===== config.mk =====
export PLATFORM = sky130hd
export DESIGN_NAME = control_branch
export DESIGN_NICKNAME = d
export VERILOG_FILES = /design/src/rtl/cpu_defs.sv /design/src/rtl/branch_cond_eval.sv /design/src/rtl/control_branch.sv
export SDC_FILE = /design/constraint.sdc
export NUM_CORES = 1
export LEC_CHECK = 0
export CAP_MARGIN = 20
export CORE_MARGIN = 2
export CORE_UTILIZATION = 40
export DETAILED_ROUTE_END_ITERATION = 7
export GPL_TIMING_DRIVEN = 0
export PLACE_DENSITY = 0.7
export SKIP_CTS_REPAIR_TIMING = 1
export SLEW_MARGIN = 10
export SYNTH_ARGS = -nofsm -noshare
export SYNTH_HDL_FRONTEND = slang
export SYNTH_SLANG_ARGS = --single-unit
export TNS_END_PERCENT = 5

===== constraint.sdc =====
create_clock -name clock -period 2.24 [get_ports clock]
set_input_delay 0.448 -clock clock [delete_from_list [all_inputs] [get_ports clock]]
set_output_delay 0.448 -clock clock [all_outputs]
set_load 0.005 [all_outputs]

===== src/rtl/cpu_defs.sv =====
// Shared opcode constants and opcode-class decode for the execute and fetch control.
package cpu_defs;

  localparam logic [3:0] i_load     = 4'd0;
  localparam logic [3:0] i_stop     = 4'd1;
  localparam logic [3:0] i_store    = 4'd2;
  localparam logic [3:0] i_add      = 4'd4;
  localparam logic [3:0] i_bz       = 4'd5;
  localparam logic [3:0] i_subtract = 4'd6;
  localparam logic [3:0] i_nand     = 4'd8;
  localparam logic [3:0] i_bnz      = 4'd9;
  localparam logic [3:0] i_nop      = 4'd10;
  localparam logic [3:0] i_bpz      = 4'd13;

  // shift and ori are decoded on the low three bits only
  localparam logic [2:0] i_shift    = 3'd3;
  localparam logic [2:0] i_ori      = 3'd7;

  // Exact 4-bit opcodes win; only unmatched codes fall back to the 3-bit shift/ori match.
  function automatic logic is_alu(input logic [3:0] op);
    logic r;
    case (op)
      i_add, i_subtract, i_nand:                               r = 1'b1;
      i_load, i_stop, i_store, i_bz, i_bnz, i_nop, i_bpz:      r = 1'b0;
      default:                                                 r = (op[2:0] == i_shift) || (op[2:0] == i_ori);
    endcase
    return r;
  endfunction

  function automatic logic is_branch(input logic [3:0] op);
    return (op == i_bz) || (op == i_bnz) || (op == i_bpz);
  endfunction

  function automatic logic is_stop(input logic [3:0] op);
    return (op == i_stop);
  endfunction

endpackage


===== src/rtl/branch_cond_eval.sv =====
// Combinational branch-condition evaluation against the architectural flags.
module branch_cond_eval
  import cpu_defs::*;
(
  input  logic [3:0] i_opcode,
  input  logic       i_flag_n,
  input  logic       i_flag_z,
  output logic       o_take
);

  // take is only meaningful for branch-class opcodes; other opcodes yield 0
  always_comb begin
    o_take = 1'b0;
    case (i_opcode)
      i_bz:    o_take = i_flag_z;
      i_bnz:   o_take = ~i_flag_z;
      i_bpz:   o_take = ~i_flag_n;
      default: o_take = 1'b0;
    endcase
  end

endmodule


===== src/rtl/control_branch.sv =====
// Execute-stage branch resolution: condition flags, branch decision, squash
// window for younger instructions, sticky halt and a saturating debug counter.
module control_branch
  import cpu_defs::*;
#(
  parameter int SQUASH_DEPTH = 2,
  parameter int CNT_WIDTH    = 8
) (
  input  logic                 clock,
  input  logic                 reset,
  input  logic [3:0]           ex_opcode,
  input  logic                 ex_valid,
  input  logic                 ex_stall,
  input  logic                 alu_n,
  input  logic                 alu_z,
  output logic                 branch,
  output logic                 ex_kill,
  output logic                 flag_n,
  output logic                 flag_z,
  output logic                 halted,
  output logic [CNT_WIDTH-1:0] branch_count
);

  // squash window never exceeds 3, so two bits suffice
  localparam logic [1:0] SQ_LOAD = 2'(SQUASH_DEPTH);

  logic                 r_flag_n;
  logic                 r_flag_z;
  logic                 r_halted;
  logic [1:0]           r_squash_cnt;
  logic [CNT_WIDTH-1:0] r_branch_count;

  logic w_eff;
  logic w_take;
  logic w_branch;
  logic w_alu;
  logic w_is_br;
  logic w_stop;

  branch_cond_eval u_cond (
    .i_opcode (ex_opcode),
    .i_flag_n (r_flag_n),
    .i_flag_z (r_flag_z),
    .o_take   (w_take)
  );

  // Decode and the effective-valid qualifier; reset gating keeps both
  // outputs quiet even though the registers already read as cleared.
  always_comb begin
    w_alu    = is_alu(ex_opcode);
    w_is_br  = is_branch(ex_opcode);
    w_stop   = is_stop(ex_opcode);
    w_eff    = ex_valid & ~r_halted & (r_squash_cnt == 2'd0);
    w_branch = ~reset & w_eff & ~ex_stall & w_is_br & w_take;
  end

  assign branch       = w_branch;
  assign ex_kill      = ~reset & ex_valid & ~w_eff;
  assign flag_n       = r_flag_n;
  assign flag_z       = r_flag_z;
  assign halted       = r_halted;
  assign branch_count = r_branch_count;

  // Architectural state; a stalled cycle leaves everything untouched.
  always_ff @(posedge clock or posedge reset) begin
    if (reset) begin
      r_flag_n       <= 1'b0;
      r_flag_z       <= 1'b0;
      r_halted       <= 1'b0;
      r_squash_cnt   <= 2'd0;
      r_branch_count <= '0;
    end else if (!ex_stall) begin
      if (w_eff && w_alu) begin
        r_flag_n <= alu_n;
        r_flag_z <= alu_z;
      end
      // bubbles do not use up the squash budget
      if (w_branch)
        r_squash_cnt <= SQ_LOAD;
      else if ((r_squash_cnt != 2'd0) && ex_valid)
        r_squash_cnt <= r_squash_cnt - 2'd1;
      if (w_eff && w_stop)
        r_halted <= 1'b1;
      if (w_branch && (r_branch_count != {CNT_WIDTH{1'b1}}))
        r_branch_count <= r_branch_count + 1'b1;
    end
  end

endmodule


==> out/qor.yml, run 1 <==
drt-initial-drc-count: 5
netlist.area_leader.share_pct: 42.2
coreArea_um2: 1760
power.density_nw_per_um2: 478
critPathLaunch: "flag_z$_DFFE_PP0P_"
tns_ns: 0
final_antenna_net_count: 0
ioPinCount: 23
critical_path.endpoint_type: "output port"
die_h_um: 47.9
vias: 611
yosysWarnings: 0
clockRootBuffer: "clkbuf_4"
antenna_found_initial: 0
cap_viol_max_count: 0
ys_seq_area_share_pct: 42.2
syn-num-nets: 80
first_global_vias: 543
die_area_um2: 2290
worstReg2RegStart: "flag_z$_DFFE_PP0P_"
grt_pass1_wl_um: 2390
syn_area_per_cell_um2: 11.3
slew_violations: 0
final_util_pct: 61.3
portBuffers: 22
worstMarginPinSlew_ns: 0.511
rows: 15
cp_slowest_cell: "dfrtp_1"
synth-seq-cells: 13
fin_nets: 108
crit_buf_inv: 2
firstDrtPassIters: 2
post-route-drc-count: 0
worst_ep_arrival_time_ns: 1.72
syn_to_final_growth_pct: 40.3
drt-total-wl_um: 1540
place_hpwl_um: 1130
synth_cells: 68
htreeDepth: 1
multi_input_area_um2: 427
layout-drive-gt1-share_pct: 18.9
skew_ns: 0.00335
ys_types: 29
fillCellCount: 163
grt_overflow: 0
crit_required_ns: 1.79
yosys.area.top_type: "dfrtp_1"
finalHoldViolations: 0
start_util_pct: 43.7
viasPerCell: 5.09
cts_buffers: 3
crit_path_cell_trace: "mux2_4 -> a2111o_1 -> buf_6 -> nor2_4 -> clkbuf_2"
grt_max_degree: 14
setup.worst_path.class: "flop to output port"
cts_sinks: 13
cts.clk_slew.worst_paths_ns: 0.08
antenna_cells: 0
placed_cell_area_um2: 1020
critPathTopFamily: "flip-flops"
outcome: "completed"
leakage_nw: 0.516
grt.total_usage_pct: 15.7
clock_latency_ns: 0.28
rsz0062_at_grt: "false"
netlist_area_um2: 771
yosys-top-cells-area: "dfrtp_1 (42%), nor4_2 (6.5%), xor2_1 (5.7%)"
min_period_ns: 2.17
fmax_mhz: 461
cts_buffer_depth: 2
die_x_um: 47.9
slowest_delay_ns: 0.41
cts_tree: "yes"
hold_path_class: "primary input to flop"
setup_viol: 0
ir_drop_v: 0.000391
hp-start: "ex_opcode[3]"
start_kind: "flop"
post_drt_wl_per_cell_um: 12.8
fin_crit_sh_pct: 96.9
relSlewSlack_pct: 65.9
fin_area_um2: 1080
gp_congestion: 0.779
critPathMaxFanout: 9
seqCellArea_um2: 325
## layer usage
layer	GRT usage (%)	vias to the layer above	share of wire, %
li1	-	303	-
met1	20.1	282	47
met2	23.5	22	46
met3	3.40	4	4.9
met4	10.3	0	2.6
met5	0	-	0
## worst paths after layout
| path | end | slack [ns] | depth (start not counted) |
|---|---|---|---|
| worst min-delay path | halted$_DFFE_PP0P_ | 0.46 | 2 |
| worst max register to register | branch_count[1]$_DFFE_PP0P_ | 0.34 | 5 |
| max in group asynchronous | branch_count[6]$_DFFE_PP0P_ | 1.33 | 2 |
| worst min register to register | branch_count[5]$_DFFE_PP0P_ | 0.51 | 1 |
| min in group asynchronous | halted$_DFFE_PP0P_ | 0.56 | 2 |
| worst max-delay path | branch | 0.07 | 5 |
## flip-flops by register name, indices dropped and copies added (netlist names)
signal / count
branch_count: 8
r_squash_cnt: 2
flag_n: 1
flag_z: 1
halted: 1
## through the flow
| stage | power (mW) | std cells | hold slack, ns | setup slack (ns) |
|---|---|---|---|---|
| 2_1_floorplan | 0.333 | 68 | 0.325 | 0.308 |
| 5_1_grt | 0.551 | 120 | 0.477 | 0.00815 |
| 4_1_cts | 0.517 | 119 | 0.518 | -0.675 |
| 3_5_place_dp | 0.369 | 115 | 0.507 | -0.675 |
| 3_3_place_gp | 0.364 | 115 | 0.500 | -0.659 |
| 6_report | 0.516 | 120 | 0.465 | 0.0690 |
## power by group
group	leakage (nW)	internal [mW]	switching, mW	total, mW
Sequential	0.167	0.253	0.00848	0.261
Combinational	0.333	0.0536	0.0550	0.109
Clock	0.0150	0.0691	0.0773	0.146
Total	0.516	0.376	0.141	0.516
## synth_stat cells
master and number:
nand2b_1 2, mux2i_1 1, o31ai_1 1, xor2_1 5, inv_1 6, o221ai_1 1, nor3_4 1, nor2b_1 3
nor4_2 4, mux2_1 3, or3_1 1, xnor2_1 1, mux2_2 2, a31oi_1 1, ha_1 2, o31a_1 1
clkbuf_4 1, and2_1 1, or4b_1 1, nor3b_1 2, nand3_1 2, nand4_1 3, nor2_1 3, nand4b_2 1
nor3_1 2, dfrtp_1 13, and4_1 2, buf_6 1, a2111o_1 1
## area by class of cell
class,instances,area share (%)
Multi-Input combinational cell,47,39.5
Tap cell,25,2.89
Inverter,6,2.08
Sequential cell,13,30.1
Clock buffer,4,2.43
Timing Repair Buffer,23,21.3
Buffer,2,1.74
## cell families (layout without fill, tap and decap cells)
family	count (synthesis)	count (layout)	share of synthesized area [%]
simple gates	28	28	28.2
flops	13	13	42.2
buf+inv	8	35	5.36
xor+xnor	6	6	6.82
mux	6	6	8.60
compound gates	5	5	5.52
fa+ha+maj	2	2	3.25
## placed cells by master (no fill, tap or decap), types with 3 or more instances in the layout
| master | Yosys | final |
|---|---|---|
| xor2_1 | 5 | 5 |
| clkbuf_4 | 1 | 4 |
| clkdlybuf4s50_1 | 0 | 18 |
| nor4_2 | 4 | 4 |
| nand4_1 | 3 | 3 |
| inv_1 | 6 | 6 |
| dlymetal6s2s_1 | 0 | 3 |
| dfrtp_1 | 13 | 13 |
No activity file was read; power rests on OpenSTA's default activity.
==> inputs of run 2 (changes only) <==
--- a/config.mk
+++ b/config.mk
@@ -12,6 +12,7 @@
 export GPL_TIMING_DRIVEN = 0
 export PLACE_DENSITY = 0.7
 export SKIP_CTS_REPAIR_TIMING = 1
+export SKIP_LAST_GASP = 1
 export SLEW_MARGIN = 10
 export SYNTH_ARGS = -nofsm -noshare
 export SYNTH_HDL_FRONTEND = slang
==> run 2 against run 1 <==
  * The flow now finishes with violations (negative setup slack)
  * Die area unchanged
  * First-iteration DRC count up 100%
  * Clock power about the same
  * Global-route usage unchanged
  * Via count down 0.49%
  * Critical path type unchanged
  * Largest power group unchanged
==> out/qor.yml, run 2 (synthesized netlist as in run 1, its figures left out) <==
vias: 608
worstMarginPinSlew_ns: 0.511
setup_viol: 1
coreArea_um2: 1760
final_antenna_net_count: 0
fin_crit_sh_pct: 100
rows: 15
violations: "negative setup slack"
layout-drive-gt1-share_pct: 15.8
layout_commonest_cell: "clkdlybuf4s50_1"
skew_ns: 0.00252
stdcell_count: 120
critical_path.endpoint_type: "output port"
fillCellCount: 165
tns_ns: -0.00944
clockRootBuffer: "clkbuf_4"
htreeDepth: 1
finalHoldViolations: 0
setup.worst_path.class: "flop to output port"
relSlewSlack_pct: 65.9
worst_ep_arrival_time_ns: 1.80
cts_sinks: 13
power.density_nw_per_um2: 476
drt-initial-drc-count: 10
layout_common_cells: "clkdlybuf4s50_1 (18), dfrtp_1 (13), inv_1 (6), xor2_1 (5)"
rsz0062_at_grt: "true"
cts_buffer_depth: 2
ir_drop_v: 0.000393
start_util_pct: 43.7
portBuffers: 22
grt_pass1_wl_um: 2390
critPathMaxFanout: 9
hold_path_class: "primary input to flop"
crit_required_ns: 1.79
die_area_um2: 2290
whs_path_depth: 2
antenna_cells: 0
outcome: "finished, violations left"
fmax_mhz: 445
cap_viol_max_count: 0
cts_tree: "yes"
viasPerCell: 5.07
dp.cells: 115
grt_overflow: 0
place_hpwl_um: 1130
largest_reg_flops: 8
drt-total-wl_um: 1510
ioPinCount: 23
cts_buffers: 3
hold_ws_ns: 0.461
slew_violations: 0
antenna_found_initial: 0
clock_latency_ns: 0.27
grt_max_degree: 14
die_h_um: 47.9
min_period_ns: 2.25
post-route-drc-count: 0
gp_congestion: 0.779
rr_worst_depth: 5
leakage_nw: 0.529
grt.total_usage_pct: 15.7
die_x_um: 47.9
setup_ws_ns: -0.00944
fin_nets: 108
start_kind: "flop"
post_drt_wl_per_cell_um: 12.6
syn_to_final_growth_pct: 39.8
firstDrtPassIters: 2
cts.clk_slew.worst_paths_ns: 0.08
first_global_vias: 543
run 2: final timing paths:
kind	startpoint	endpoint	slack (ns)
worst min register to register	branch_count[5]$_DFFE_PP0P_	branch_count[5]$_DFFE_PP0P_	0.51
worst max-delay path	flag_z$_DFFE_PP0P_	branch	-0.009
worst max register to register	flag_z$_DFFE_PP0P_	branch_count[1]$_DFFE_PP0P_	0.30
min in group asynchronous	reset	halted$_DFFE_PP0P_	0.56
worst min-delay path	ex_opcode[3]	halted$_DFFE_PP0P_	0.46
max in group asynchronous	reset	branch_count[6]$_DFFE_PP0P_	1.34
run 2: critical path, stage by stage, from the launching register on:
cell and delay (ns):
dfrtp_1 0.40, mux2_1 0.31, a2111o_1 0.42, buf_6 0.15, nor2_2 0.10, dlymetal6s2s_1 0.14
run 2: power by group:
part,internal (mW),switching (mW),total [mW]
Combinational,0.0526,0.0545,0.107
Clock,0.0690,0.0752,0.144
Sequential,0.253,0.00869,0.262
run 2: stage by stage:
stage	total power, mW	setup WS [ns]	util [%]	area (um2)
after detailed placement	0.369	-0.675	57.9	1020
final	0.513	-0.00944	61.1	1080
after floorplan	0.333	0.308	-	771
after global routing	0.549	-0.103	61.1	1080
after CTS	0.517	-0.675	59.4	1050
after global placement	0.364	-0.659	57.9	1020
run 2: layout make-up:
type	instances	area (um2)	share of cell area, %
multi-input cells	47	415	38.6
well taps	25	31.3	2.90
flip-flops and latches	13	325	30.2
clock buffers	4	26.3	2.44
inverters	6	22.5	2.09
repair buffers	23	238	22.1
plain buffers	2	18.8	1.74
run 2: per-layer routing:
metal  vias to the layer above  GRT usage (%)  wire length [um]
met5                         -              0                 0
met4                         0           10.3                13
met3                         2           3.40                75
met2                        20           23.5               724
met1                       283           20.1               698
li1                        303              -                 -
